## config.mk

```make
export PLATFORM = sky130hd
export DESIGN_NAME = serial_addsub
export DESIGN_NICKNAME = d
export VERILOG_FILES = /design/src/rtl/serial_addsub_pkg.sv /design/src/rtl/fa_cell.sv /design/src/rtl/serial_addsub.sv
export SDC_FILE = /design/constraint.sdc
export NUM_CORES = 1
export LEC_CHECK = 0
export ABC_AREA = 1
export CORE_MARGIN = 1
export CORE_UTILIZATION = 52
export CTS_CLUSTER_DIAMETER = 100
export DETAILED_ROUTE_END_ITERATION = 10
export MAX_ROUTING_LAYER = met4
export PLACE_DENSITY = 0.79
export SYNTH_ARGS = -nofsm -noshare
export SYNTH_HDL_FRONTEND = slang
export SYNTH_SLANG_ARGS = --single-unit
```

## constraint.sdc

```tcl
create_clock -name clk -period 1.6 [get_ports clk]
set_input_delay 0.24 -clock clk [delete_from_list [all_inputs] [get_ports clk]]
set_output_delay 0.24 -clock clk [all_outputs]
set_load 0.01 [all_outputs]
```

## src/rtl/serial_addsub_pkg.sv

```systemverilog
// ---------------------------------------------------------------------------
// serial_addsub_pkg
// Shared types and helpers for the bit-serial adder/subtractor.
//   state_e      : controller state encoding
//   width_legal  : true when an operand width is supported by the datapath
// ---------------------------------------------------------------------------
package serial_addsub_pkg;

  localparam int WIDTH_MIN = 2;
  localparam int WIDTH_MAX = 32;

  typedef enum logic [1:0] {
    IDLE = 2'd0,
    RUN  = 2'd1,
    DONE = 2'd2
  } state_e;

  function automatic bit width_legal(input int w);
    return (w >= WIDTH_MIN) && (w <= WIDTH_MAX);
  endfunction

endpackage

```

## src/rtl/fa_cell.sv

```systemverilog
// ---------------------------------------------------------------------------
// fa_cell
// Single-bit combinational full adder; the only arithmetic element of the
// serial datapath.
//   a, b  : operand bits
//   cin   : carry in
//   s     : sum bit
//   cout  : carry out
// ---------------------------------------------------------------------------
module fa_cell (
  input  logic a,
  input  logic b,
  input  logic cin,
  output logic s,
  output logic cout
);

  assign s    = a ^ b ^ cin;
  assign cout = (a & b) | (a & cin) | (b & cin);

endmodule

```

## src/rtl/serial_addsub.sv

```systemverilog
// ---------------------------------------------------------------------------
// serial_addsub
// Bit-serial two's-complement adder/subtractor, LSB first, one bit per clock
// through a single full-adder cell, behind a start/busy/done handshake.
//   clk       : rising-edge clock
//   rst_n     : asynchronous active-low reset
//   start     : operation request, sampled in IDLE only
//   sub       : 0 = a+b, 1 = a-b (sampled with start)
//   a, b      : WIDTH-bit operands (sampled with start)
//   busy      : high during the WIDTH RUN cycles
//   done      : one-cycle pulse, result and flags valid
//   sum       : result register
//   carry     : carry out of MSB (subtraction: 1 = no borrow)
//   overflow  : signed overflow
//   zero      : sum == 0
//   negative  : sum MSB
//
// state | meaning
// ------+-------------------------------------------------------------
// IDLE  | waiting for start; operands latched when it arrives
// RUN   | one bit per cycle through fa_cell, WIDTH cycles
// DONE  | result/flags just registered; done pulse; back to IDLE
// ---------------------------------------------------------------------------
module serial_addsub
  import serial_addsub_pkg::*;
#(
  parameter  int WIDTH = 8,
  localparam int CNT_W = $clog2(WIDTH + 1)
) (
  input  logic             clk,
  input  logic             rst_n,
  input  logic             start,
  input  logic             sub,
  input  logic [WIDTH-1:0] a,
  input  logic [WIDTH-1:0] b,
  output logic             busy,
  output logic             done,
  output logic [WIDTH-1:0] sum,
  output logic             carry,
  output logic             overflow,
  output logic             zero,
  output logic             negative
);

  if (!width_legal(WIDTH)) begin : g_bad_width
    $error("serial_addsub: WIDTH must be in 2..32");
  end

  state_e             state_q, state_d;
  logic [WIDTH-1:0]   opa_q, opa_d;
  logic [WIDTH-1:0]   opb_q, opb_d;
  // Only WIDTH-1 sum bits need storing: the MSB comes straight from the
  // adder in the final RUN cycle.
  logic [WIDTH-2:0]   acc_q, acc_d;
  logic               cy_q, cy_d;
  logic [CNT_W-1:0]   cnt_q, cnt_d;
  logic [WIDTH-1:0]   sum_q, sum_d;
  logic               carry_q, carry_d;
  logic               ovf_q, ovf_d;
  logic               zero_q, zero_d;
  logic               neg_q, neg_d;

  logic               fa_s;
  logic               fa_cout;
  logic [WIDTH-2:0]   acc_shift;
  logic [WIDTH-1:0]   result_full;
  logic               last_bit;

  fa_cell u_fa (
    .a    (opa_q[0]),
    .b    (opb_q[0]),
    .cin  (cy_q),
    .s    (fa_s),
    .cout (fa_cout)
  );

  if (WIDTH > 2) begin : g_acc_wide
    assign acc_shift = {fa_s, acc_q[WIDTH-2:1]};
  end else begin : g_acc_narrow
    assign acc_shift = fa_s;
  end

  assign result_full = {fa_s, acc_q};
  assign last_bit    = (cnt_q == CNT_W'(WIDTH - 1));

  always_comb begin
    state_d = state_q;
    opa_d   = opa_q;
    opb_d   = opb_q;
    acc_d   = acc_q;
    cy_d    = cy_q;
    cnt_d   = cnt_q;
    sum_d   = sum_q;
    carry_d = carry_q;
    ovf_d   = ovf_q;
    zero_d  = zero_q;
    neg_d   = neg_q;

    case (state_q)
      IDLE: begin
        if (start) begin
          opa_d   = a;
          // Subtraction is a + ~b + 1: invert b here, the +1 is the initial carry.
          opb_d   = sub ? ~b : b;
          cy_d    = sub;
          cnt_d   = '0;
          state_d = RUN;
        end
      end

      RUN: begin
        acc_d = acc_shift;
        opa_d = opa_q >> 1;
        opb_d = opb_q >> 1;
        cy_d  = fa_cout;
        cnt_d = cnt_q + CNT_W'(1);
        if (last_bit) begin
          state_d = DONE;
          sum_d   = result_full;
          carry_d = fa_cout;
          // cy_q here is the carry into the MSB column.
          ovf_d   = cy_q ^ fa_cout;
          zero_d  = (result_full == '0);
          neg_d   = fa_s;
        end
      end

      DONE: begin
        state_d = IDLE;
      end

      default: begin
        state_d = IDLE;
      end
    endcase
  end

  always_ff @(posedge clk or negedge rst_n) begin
    if (!rst_n) begin
      state_q <= IDLE;
      opa_q   <= '0;
      opb_q   <= '0;
      acc_q   <= '0;
      cy_q    <= 1'b0;
      cnt_q   <= '0;
      sum_q   <= '0;
      carry_q <= 1'b0;
      ovf_q   <= 1'b0;
      zero_q  <= 1'b0;
      neg_q   <= 1'b0;
    end else begin
      state_q <= state_d;
      opa_q   <= opa_d;
      opb_q   <= opb_d;
      acc_q   <= acc_d;
      cy_q    <= cy_d;
      cnt_q   <= cnt_d;
      sum_q   <= sum_d;
      carry_q <= carry_d;
      ovf_q   <= ovf_d;
      zero_q  <= zero_d;
      neg_q   <= neg_d;
    end
  end

  assign busy     = (state_q == RUN);
  assign done     = (state_q == DONE);
  assign sum      = sum_q;
  assign carry    = carry_q;
  assign overflow = ovf_q;
  assign zero     = zero_q;
  assign negative = neg_q;

endmodule

```

Yosys cells after proc, flatten, opt, wreduce, memory -nomap -nowiden
Cells that the tools add are included.
{"block": "totals", "regBits": 42, "inputBits": 20, "elab_cells": 44}
{"block": "classes", "n_addsub": 1, "n_eq_ne": 5, "muxes": 12, "n_bitwise": 9, "reduce_logical": 6}
{"cell": "8-bit one-hot mux with 2 select lines", "n": 2}
{"cell": "8-bit two-way mux", "n": 3}
{"cell": "8-bit logical NOT", "n": 1}
{"cell": "8-bit NOT", "n": 1}
{"cell": "4-bit one-hot mux with 2 select lines", "n": 1}
{"cell": "2-bit AND reduction", "n": 3}
{"cell": "4-bit by 1-bit adder with 4-bit output, second input constant", "n": 1}
{"cell": "4-bit by 3-bit equality test with 1-bit output, second input constant", "n": 1}
{"cell": "2-bit two-way mux", "n": 2}
{"cell": "4-bit two-way mux", "n": 1}
{"cell": "2-bit one-hot mux with 2 select lines", "n": 1}
{"cell": "1-bit AND", "n": 3}
{"cell": "1-bit XOR", "n": 3}
{"cell": "2-bit by 1-bit equality test with 1-bit output, second input constant", "n": 1}
{"cell": "2-bit equality test, second input constant", "n": 1}
{"cell": "2-bit logical NOT", "n": 1}
{"cell": "2-bit by 1-bit inequality test with 1-bit output, second input constant", "n": 1}
{"cell": "2-bit inequality test, second input constant", "n": 1}
{"cell": "1-bit bitwise OR", "n": 2}
{"cell": "1-bit one-hot mux with 2 select lines", "n": 1}
{"cell": "2-bit nonzero test", "n": 1}
{"cell": "1-bit two-way mux", "n": 1}

Depth between registers and ports, before layout
Gate-level depths: netlist (run 1).
{"block": "depth", "word_depth": 4, "depth_mapped": 7, "depth_no_buf": 6}

Cells and area by module
From an unflattened synthesis (run 1), not the netlist that was laid out.
{"block": "unflattened", "cells_unflattened": 226, "hier_area_um2": 1971.9}
{"mod": "serial_addsub", "instances": 1, "cells_each": 225, "area_each_um2": 1951.9, "seq_area_each_um2": 1026.0}
{"mod": "fa_cell", "instances": 1, "cells_each": 1, "area_each_um2": 20.0, "seq_area_each_um2": 0.0}

Worst setup path after synthesis (run 1)
OpenSTA, ideal clock, no wires.
{"block": "synth_path", "path_kind": "flip-flop to flip-flop", "start": "register cy_q", "end": "register zero_q, in the netlist zero", "arrival_time_ns": 1.217, "required_time_ns": 1.535, "slack_ns": 0.318, "path_stages_with_launch": 7, "n_path_buf": 0, "cell_sequence": "dfrtp_1 -> fa_1 -> nor2_1 -> nand2_1 -> nor2_1 -> nand2_1 -> nand2_1"}
{"block": "synth_via", "elab_chain_cells": 2}
{"item": "from (decl)", "line_no": "serial_addsub.sv:55", "rtl": "logic cy_q, cy_d;"}
{"item": "from (signal assigned)", "line_no": "serial_addsub.sv:156", "rtl": "cy_q <= cy_d;"}
{"item": "1-bit XOR", "line_no": "fa_cell.sv:18", "rtl": "assign s = a ^ b ^ cin;"}
{"item": "via fa_s", "line_no": "serial_addsub.sv:63", "rtl": "logic fa_s;"}
{"item": "8-bit logical NOT", "line_no": "serial_addsub.sv:123", "rtl": "zero_d = (result_full == '0);"}
{"item": "to (signal assigned)", "line_no": "serial_addsub.sv:161", "rtl": "zero_q <= zero_d;"}
{"item": "to (decl)", "line_no": "serial_addsub.sv:60", "rtl": "logic zero_q, zero_d;"}
The timed path passes the listed nets, and every way through them passes these cells.
A chain may end at the register's enable or synchronous reset.

Worst setup path in the final report (run 1)
{"block": "layout_path", "start": "register state_q[1]", "end": "output done"}
{"block": "layout_via", "elab_chain_cells": 1}
{"item": "from (decl)", "line_no": "serial_addsub.sv:49", "rtl": "state_e state_q, state_d;"}
{"item": "from (signal assigned)", "line_no": "serial_addsub.sv:152", "rtl": "state_q <= state_d;"}
{"item": "2-bit equality test", "line_no": "serial_addsub.sv:167", "rtl": "assign done = (state_q == DONE);"}
{"item": "to (decl)", "line_no": "serial_addsub.sv:37", "rtl": "output logic done,"}
Every way passes these cells.

==> results of run 1 <==
[repair_timing]
action,in CTS,in global routing
resized for setup,1,0
buffers inserted,1,0
setup endpoints to repair,2,0
[cells by family after synthesis]
group / Yosys count / synth area share
simple gates: 139 / 0.310
flops: 41 / 0.522
buf+inv: 30 / 0.0814
compound gates: 19 / 0.0617
xor+xnor: 2 / 0.00891
fa+ha+maj: 2 / 0.0165
[through the flow]
stage	setup WS (ps)	std cells	util	instance area [µm²]	power (mW)
2_1_floorplan	318	233	-	1970	2.91
3_3_place_gp	204	305	0.662	2300	3.38
3_5_place_dp	192	305	0.662	2300	3.42
4_1_cts	57.4	313	0.689	2390	4.10
5_1_grt	9.59	313	0.689	2390	4.40
6_report	55.9	313	0.689	2390	4.08
[worst max-delay path, cell delays in order, from the launching register on]
cell and delay, ps:
dfrtp_1 350, inv_2 60, nor2_1 80, clkdlybuf4s50_1 530
[Yosys cell counts]
| library cell | instances |
|---|---|
| inv_2 | 1 |
| nor2_1 | 7 |
| nand2_2 | 2 |
| xnor2_1 | 2 |
| dfrtp_1 | 41 |
| buf_4 | 3 |
| o21ai_2 | 7 |
| buf_2 | 4 |
| inv_1 | 16 |
| fa_1 | 1 |
| clkinv_2 | 1 |
| nand2_4 | 1 |
| nand2_1 | 85 |
| o21ai_1 | 1 |
| buf_6 | 4 |
| nand4_1 | 1 |
| ha_1 | 1 |
| o21ai_0 | 11 |
| nand3_1 | 40 |
| clkbuf_1 | 1 |
| nor2_4 | 3 |
[sequential cells by signal, indices dropped and copies added (netlist names)]
signal	flops
acc_q	7
carry	1
cnt_q	4
cy_q	1
opa_q	8
opb_q	8
overflow	1
state_q	2
sum	8
zero	1
[layer usage]
metal	vias to the layer above	global-route usage	share of wire	wire length, µm
li1	803	-	-	-
met1	729	0.258	0.45	1660
met2	42	0.339	0.49	1820
met3	8	0.0489	0.037	136
met4	0	0.0994	0.020	74
met5	-	-	0	0
[area by class of cell]
| class | instances | area share |
|---|---|---|
| sequential | 41 | 0.430 |
| clock buffer | 7 | 0.0361 |
| multi-input combinational | 162 | 0.327 |
| tap | 46 | 0.0241 |
| inverter | 18 | 0.0288 |
| timing repair buffer | 39 | 0.155 |
[where the power goes]
group / internal (mW) / switching (mW)
clock network: 0.342 / 0.333
registers: 1.47 / 0.288
logic: 0.729 / 0.916
total: 2.54 / 1.54
[worst max-delay path by stage]
stage / slack (ps) / to / depth (start not counted) / from
after floorplan: 320 / zero$_DFFE_PN0P_ / 6 / cy_q$_DFFE_PN0P_
after global placement: 200 / cy_q$_DFFE_PN0P_ / 5 / start
after detailed placement: 190 / opa_q[6]$_DFFE_PN0P_ / 5 / start
after CTS: 60 / done / 2 / state_q[0]$_DFFE_PN0P_
after global routing: 10 / done / 3 / state_q[1]$_DFFE_PN0P_
final: 60 / done / 3 / state_q[1]$_DFFE_PN0P_
==> results.yml, run 1 <==
synthesis:
  synth_warnings: 0
  syn-mean-instance-area_um2: 8.44
  synthDominantCellAreaShare: 0.522
  synthCells: 233
  ys_types: 21
  seq_area_frac_synth: 0.522
  syn-num-nets: 255
  yosys.area.top_type: "dfrtp_1"
  synth_area_um2: 1970
  synth_area_leaders: "dfrtp_1, nand2_1, nand3_1"
  ys_ff_latch: 41
clocking:
  cts_tree: "yes"
  clock_latency_ps: 290
  clock_sinks: 41
  htreeDepth: 2
  cts_buffer_depth: 2
  path_clk_slew_ps: 70
  postCtsHoldBufs: 0
  numCtsBuffers: 5
  clock-root-buffer: "clkbuf_8"
finish:
  mostFrequentLayoutCells: "nand2_1, dfrtp_1, nand3_1"
  regArea_um2: 1030
  diodes: 0
  layout-drive-gt1-share: 0.105
  multiInputGateArea_um2: 781
  fillerInstances: 286
  layout_commonest_cell: "nand2_1"
  layout.nets: 289
  area_growth_pct: 21.4
critical_path:
  rrSetupSlack_ps: 210
  required_ps: 1360
  r2r_start: "state_q[0]$_DFFE_PN0P_"
  arrival_ps: 1300
  regToRegEndpoint: "opb_q[7]$_DFFE_PN0P_"
  endpoint_kind: "output port"
  r2r_cells: 5
  critPathMaxFanout: 4
  startpoint_type: "flip-flop"
  crit_type: "reg -> out"
floorplan:
  rows: 21
  initial_core_util: 0.567
  core_um2: 3470
  die_area_um2: 4030
  fp.dieW_um: 63.5
  fp.dieH_um: 63.5
  io_pins: 34
routing:
  dr_total_vias: 1582
  final_antenna_net_count: 0
  first_pass_iters: 4
  drt-initial-drc-count: 68
  wl_um: 3700
  post_drt_via_cell_ratio: 5.05
  wl_per_cell_um: 11.8
  drc: 0
timing:
  setup_viol: 0
  rsz0062_at_grt: "no"
  fin_hold_ws_ps: -7.13
  period_share: 0.965
  post-route-min-period_ps: 1540
  clock-skew-final_ps: 4.36
  slew_violations: 0
  tns_ps: 0
  tightest_slew_ps: 507
  max_freq_mhz: 648
  timing_hold_violations_final: 5
  slew_headroom: 0.662
worst_hold_path:
  hold_class: "in -> async"
place:
  numPortBuffers: 33
  dp_hpwl_um: 2400
  place.gp.congestion: 0.817
global_route:
  grt_max_degree: 42
  grt_pass1_vias: 1447
  grt_usage: 0.214
  antenna_found_initial: 0
  gr-total-overflow: 0
  grt_pass1_wl_um: 6450
outcome:
  status: "finished, violations left"
  failed_checks: "hold timing"
pwr:
  p_per_area_nw_per_um2: 1710
  vdd.ir_drop.worst_mv: 1.04
  leakage_nw: 1.17
flow_run:
  maxCapViolations: 0
No activity file was read; power rests on OpenSTA's default activity.
==> run 2, diff against run 1 <==
- CORE_UTILIZATION: 52 -> 54
- CTS_BUF_LIST: not set -> sky130_fd_sc_hd__clkbuf_8
- HOLD_SLACK_MARGIN: not set -> 0.15
- PLACE_DENSITY: 0.79 -> 0.81
==> results.yml, run 2 (synthesis gave the netlist of run 1 again) <==
timing:
  setup_viol: 0
  tns_ps: 0
  rsz0062_at_grt: "no"
  slew_headroom: 0.660
  period_share: 0.905
  tightest_slew_ps: 510
  timing_hold_violations_final: 0
  final.setup.worst_slack_ps: 151
  post-route-min-period_ps: 1450
  clock-skew-final_ps: 7.52
  slew_violations: 0
  max_freq_mhz: 690
critical_path:
  startpoint: "sum[7]$_DFFE_PN0P_"
  crit_type: "reg -> out"
  crit_family: "buffers and inverters"
  required_ps: 1360
  critPathBufInv: 1
  arrival_ps: 1210
  rrSetupSlack_ps: 190
  regToRegEndpoint: "zero$_DFFE_PN0P_"
  cp_slowest_stage_delay_ps: 540
  r2r_cells: 6
  cpMaxStageDelayCell: "clkdlybuf4s50_1"
  startpoint_type: "flip-flop"
  cp_cell_sequence: "clkdlybuf4s50_1"
  critPathMaxFanout: 3
  r2r_start: "cy_q$_DFFE_PN0P_"
  endpoint_kind: "output port"
place:
  dp_cells: 305
  place.gp.congestion: 0.778
  numPortBuffers: 33
  placed_area_um2: 2300
  dp_hpwl_um: 2510
  pre_cts_slack_ps: 202
routing:
  drc: 0
  drt-initial-drc-count: 123
  dr_total_vias: 1653
  final_antenna_net_count: 0
  first_pass_iters: 4
  wl_per_cell_um: 12.4
  post_drt_via_cell_ratio: 5.26
  wl_um: 3880
finish:
  layout.nets: 289
  final_area_um2: 2420
  area_growth_pct: 23.3
  mostFrequentLayoutCells: "nand2_1, nand3_1, dfrtp_1"
  layout_commonest_cell: "nand2_1"
  diodes: 0
  stdcell_count: 314
  layout-drive-gt1-share: 0.112
clocking:
  cts_tree: "yes"
  cts_buffer_depth: 2
  clock-root-buffer: "clkbuf_8"
  clock_sinks: 41
  path_clk_slew_ps: 80
  numCtsBuffers: 5
  clock_latency_ps: 300
  htreeDepth: 2
  post_cts_buffers: 0
global_route:
  grt_pass1_vias: 1561
  grt_usage: 0.235
  grt_max_degree: 42
  grt_pass1_wl_um: 6910
  gr-total-overflow: 0
  antenna_found_initial: 0
pwr:
  p_per_area_nw_per_um2: 1770
  leakage_nw: 1.19
  vdd.ir_drop.worst_mv: 1.01
floorplan:
  rows: 21
  fp.dieW_um: 62.4
  die_area_um2: 3890
  core_um2: 3420
  initial_core_util: 0.576
  fp.dieH_um: 62.4
  io_pins: 34
worst_hold_path:
  holdPathEnd: "sum[5]$_DFFE_PN0P_"
  hold_class: "reg -> reg"
  holdCritStartpoint: "sum[5]$_DFFE_PN0P_"
  holdPathStages: 2
outcome:
  status: "completed"
flow_run:
  maxCapViolations: 0
[run 2: changes by cell type in the layout (fill, tap and decap cells not counted), sizes merged]
cell	change
bufinv	+1
buf	-1
clkinvlp	+1
clkdlybuf4s50	-1
clkbuf	-1
dlygate4sd2	+1
dlygate4sd3	+1
[run 2: worst max path at each step]
| stage | to | slack [ps] | cells past startpoint |
|---|---|---|---|
| CTS | sum[7] | 140 | 1 |
| global route | zero$_DFFE_PN0P_ | 90 | 6 |
| finish | sum[7] | 150 | 1 |
| floorplan | zero$_DFFE_PN0P_ | 320 | 6 |
| global placement | zero$_DFFE_PN0P_ | 240 | 6 |
| detailed placement | opa_q[4]$_DFFE_PN0P_ | 200 | 5 |
[run 2: report_power, final]
| group | total, mW | switching [mW] | internal [mW] |
|---|---|---|---|
| combinational | 1.64 | 0.925 | 0.719 |
| sequential | 1.77 | 0.301 | 1.47 |
| clock | 0.870 | 0.363 | 0.507 |
| total | 4.28 | 1.59 | 2.69 |
[run 2: layer usage]
layer	track usage	routed length [µm]
met2	0.372	1960
met3	0.0460	163
met4	0.110	74
met5	-	0
met1	0.292	1680
[run 2: timing repair]
item                                   CTS  global route
setup endpoints to repair                2             0
endpoints found under the hold margin   41             0
resized for setup                        3             0
hold buffers                             1             0
[run 2: through the flow]
step	hold WS (ps)	power, mW	utilization
floorplan	-55.6	2.91	-
global placement	329	3.37	0.672
detailed placement	329	3.43	0.672
CTS	485	4.31	0.710
global route	503	4.62	0.710
finish	484	4.28	0.710
[run 2: area by class of cell]
class	count	area, µm²
well taps	46	57.6
repair buffers	39	370
fillers	273	991
multi-input cells	162	781
clock inverters	2	37.5
flip-flops and latches	41	1030
clock buffers	6	82.6
inverters	18	68.8
==> run 3, diff against run 2 <==
==> constraint.sdc (replaced) <==
create_clock -name clk -period 1.6 [get_ports clk]
set_input_delay 0.24 -clock clk [delete_from_list [all_inputs] [get_ports clk]]
set_output_delay 0.24 -clock clk [all_outputs]
set_load 0.1 [all_outputs]
==> results.yml, run 3 (synthesis gave the netlist of run 1 again) <==
outcome:
  status: "completed"
critical_path:
  critPathMaxFanout: 11
  crit_type: "reg -> out"
  endpoint_kind: "output port"
  arrival_ps: 1300
  startpoint_type: "flip-flop"
  required_ps: 1360
  r2r_cells: 6
timing:
  timing_hold_violations_final: 0
  period_share: 0.963
  clock-skew-final_ps: 8.37
  slew_violations: 0
  tightest_slew_ps: 442
  post-route-min-period_ps: 1540
  slew_headroom: 0.706
  final.setup.worst_slack_ps: 58.4
  fin_hold_ws_ps: 421
  rsz0062_at_grt: "no"
  tns_ps: 0
  setup_viol: 0
  max_freq_mhz: 649
global_route:
  antenna_found_initial: 0
  grt_usage: 0.229
  grt_max_degree: 40
  grt_pass1_wl_um: 6720
  grt_pass1_vias: 1487
  gr-total-overflow: 0
routing:
  first_pass_iters: 4
  dr_total_vias: 1624
  wl_per_cell_um: 12.4
  drt-initial-drc-count: 78
  post_drt_via_cell_ratio: 5.17
  drc: 0
  wl_um: 3890
  final_antenna_net_count: 0
pwr:
  vdd.ir_drop.worst_mv: 1.18
  leakage_nw: 1.26
  p_per_area_nw_per_um2: 2180
  fin_total_pwr_mw: 5.60
clocking:
  cts_tree: "yes"
  clock-root-buffer: "clkbuf_8"
  cts_buffer_depth: 2
  cts_resized: 0
  numCtsBuffers: 5
  htreeDepth: 2
  clock_sinks: 41
  path_clk_slew_ps: 80
  clock_latency_ps: 300
place:
  numPortBuffers: 33
  placed_area_um2: 2460
  place.gp.congestion: 0.830
  dp_hpwl_um: 2770
  pre_cts_slack_ps: 162
floorplan:
  rows: 21
  die_area_um2: 3890
  core_um2: 3420
  initial_core_util: 0.576
  fp.dieW_um: 62.4
  fp.dieH_um: 62.4
  io_pins: 34
worst_hold_path:
  hold_class: "in -> async"
finish:
  layout_commonest_cell: "nand2_1"
  layout.nets: 289
  layout-drive-gt1-share: 0.164
  area_growth_pct: 30.7
  final_area_um2: 2570
  diodes: 0
  mostFrequentLayoutCells: "nand2_1, dfrtp_1, nand3_1"
flow_run:
  maxCapViolations: 0
[run 3: cell count changes in the layout (fill, tap and decap cells not counted), moves of 2 or more]
cell             delta
dlygate4sd2_1       -2
buf_12             +16
buf_4               -2
clkdlybuf4s50_1    -12
[run 3: worst max-delay path, stage by stage, from the launching register on]
cell and delay, ps:
dfrtp_1 440, nand2_2 130, clkinv_2 200, buf_12 240
[run 3: repair_timing]
action | 4_1_cts | 5_1_grt
setup buffers | 0 | 0
endpoints found under the hold margin | 17 | 0
endpoints found under the setup margin | 0 | 0
hold buffers | 1 | 0
[run 3: per-layer routing]
metal / global-route usage / part of all wire / up-vias
met1: 0.282 / 0.43 / 771
met4: 0.0698 / 0.012 / 0
met5: - / 0 / -
met3: 0.0460 / 0.039 / 7
met2: 0.380 / 0.52 / 42
li1: - / - / 804
[run 3: cell type report]
type	instances	area, µm²
Clock buffer	6	82.6
Clock inverter	2	13.8
Fill cell	260	846
Inverter	18	68.8
Multi-Input combinational cell	162	783
Sequential cell	41	1030
Tap cell	46	57.6
Timing Repair Buffer	39	538
[run 3: through the flow]
step / util / std cells
after floorplan: - / 233
after global placement: 0.721 / 305
after detailed placement: 0.721 / 305
after CTS: 0.752 / 314
after global routing: 0.752 / 314
final: 0.752 / 314
[run 3: power breakdown]
group	switching (mW)	leakage (nW)	internal, mW
clock network	0.361	0.0512	0.349
registers	0.376	0.524	1.47
logic	1.96	0.683	1.08
total	2.70	1.26	2.89
[run 3: worst paths after layout]
kind | start | end | slack (ps)
max | state_q[0]$_DFFE_PN0P_ | busy | 60
min | rst_n | sum[2]$_DFFE_PN0P_ | 420
max reg2reg | cy_q$_DFFE_PN0P_ | zero$_DFFE_PN0P_ | 170
min reg2reg | opa_q[1]$_DFFE_PN0P_ | opa_q[0]$_DFFE_PN0P_ | 490
max in group asynchronous | rst_n | opb_q[3]$_DFFE_PN0P_ | 710
min in group clk | a[7] | opa_q[7]$_DFFE_PN0P_ | 490
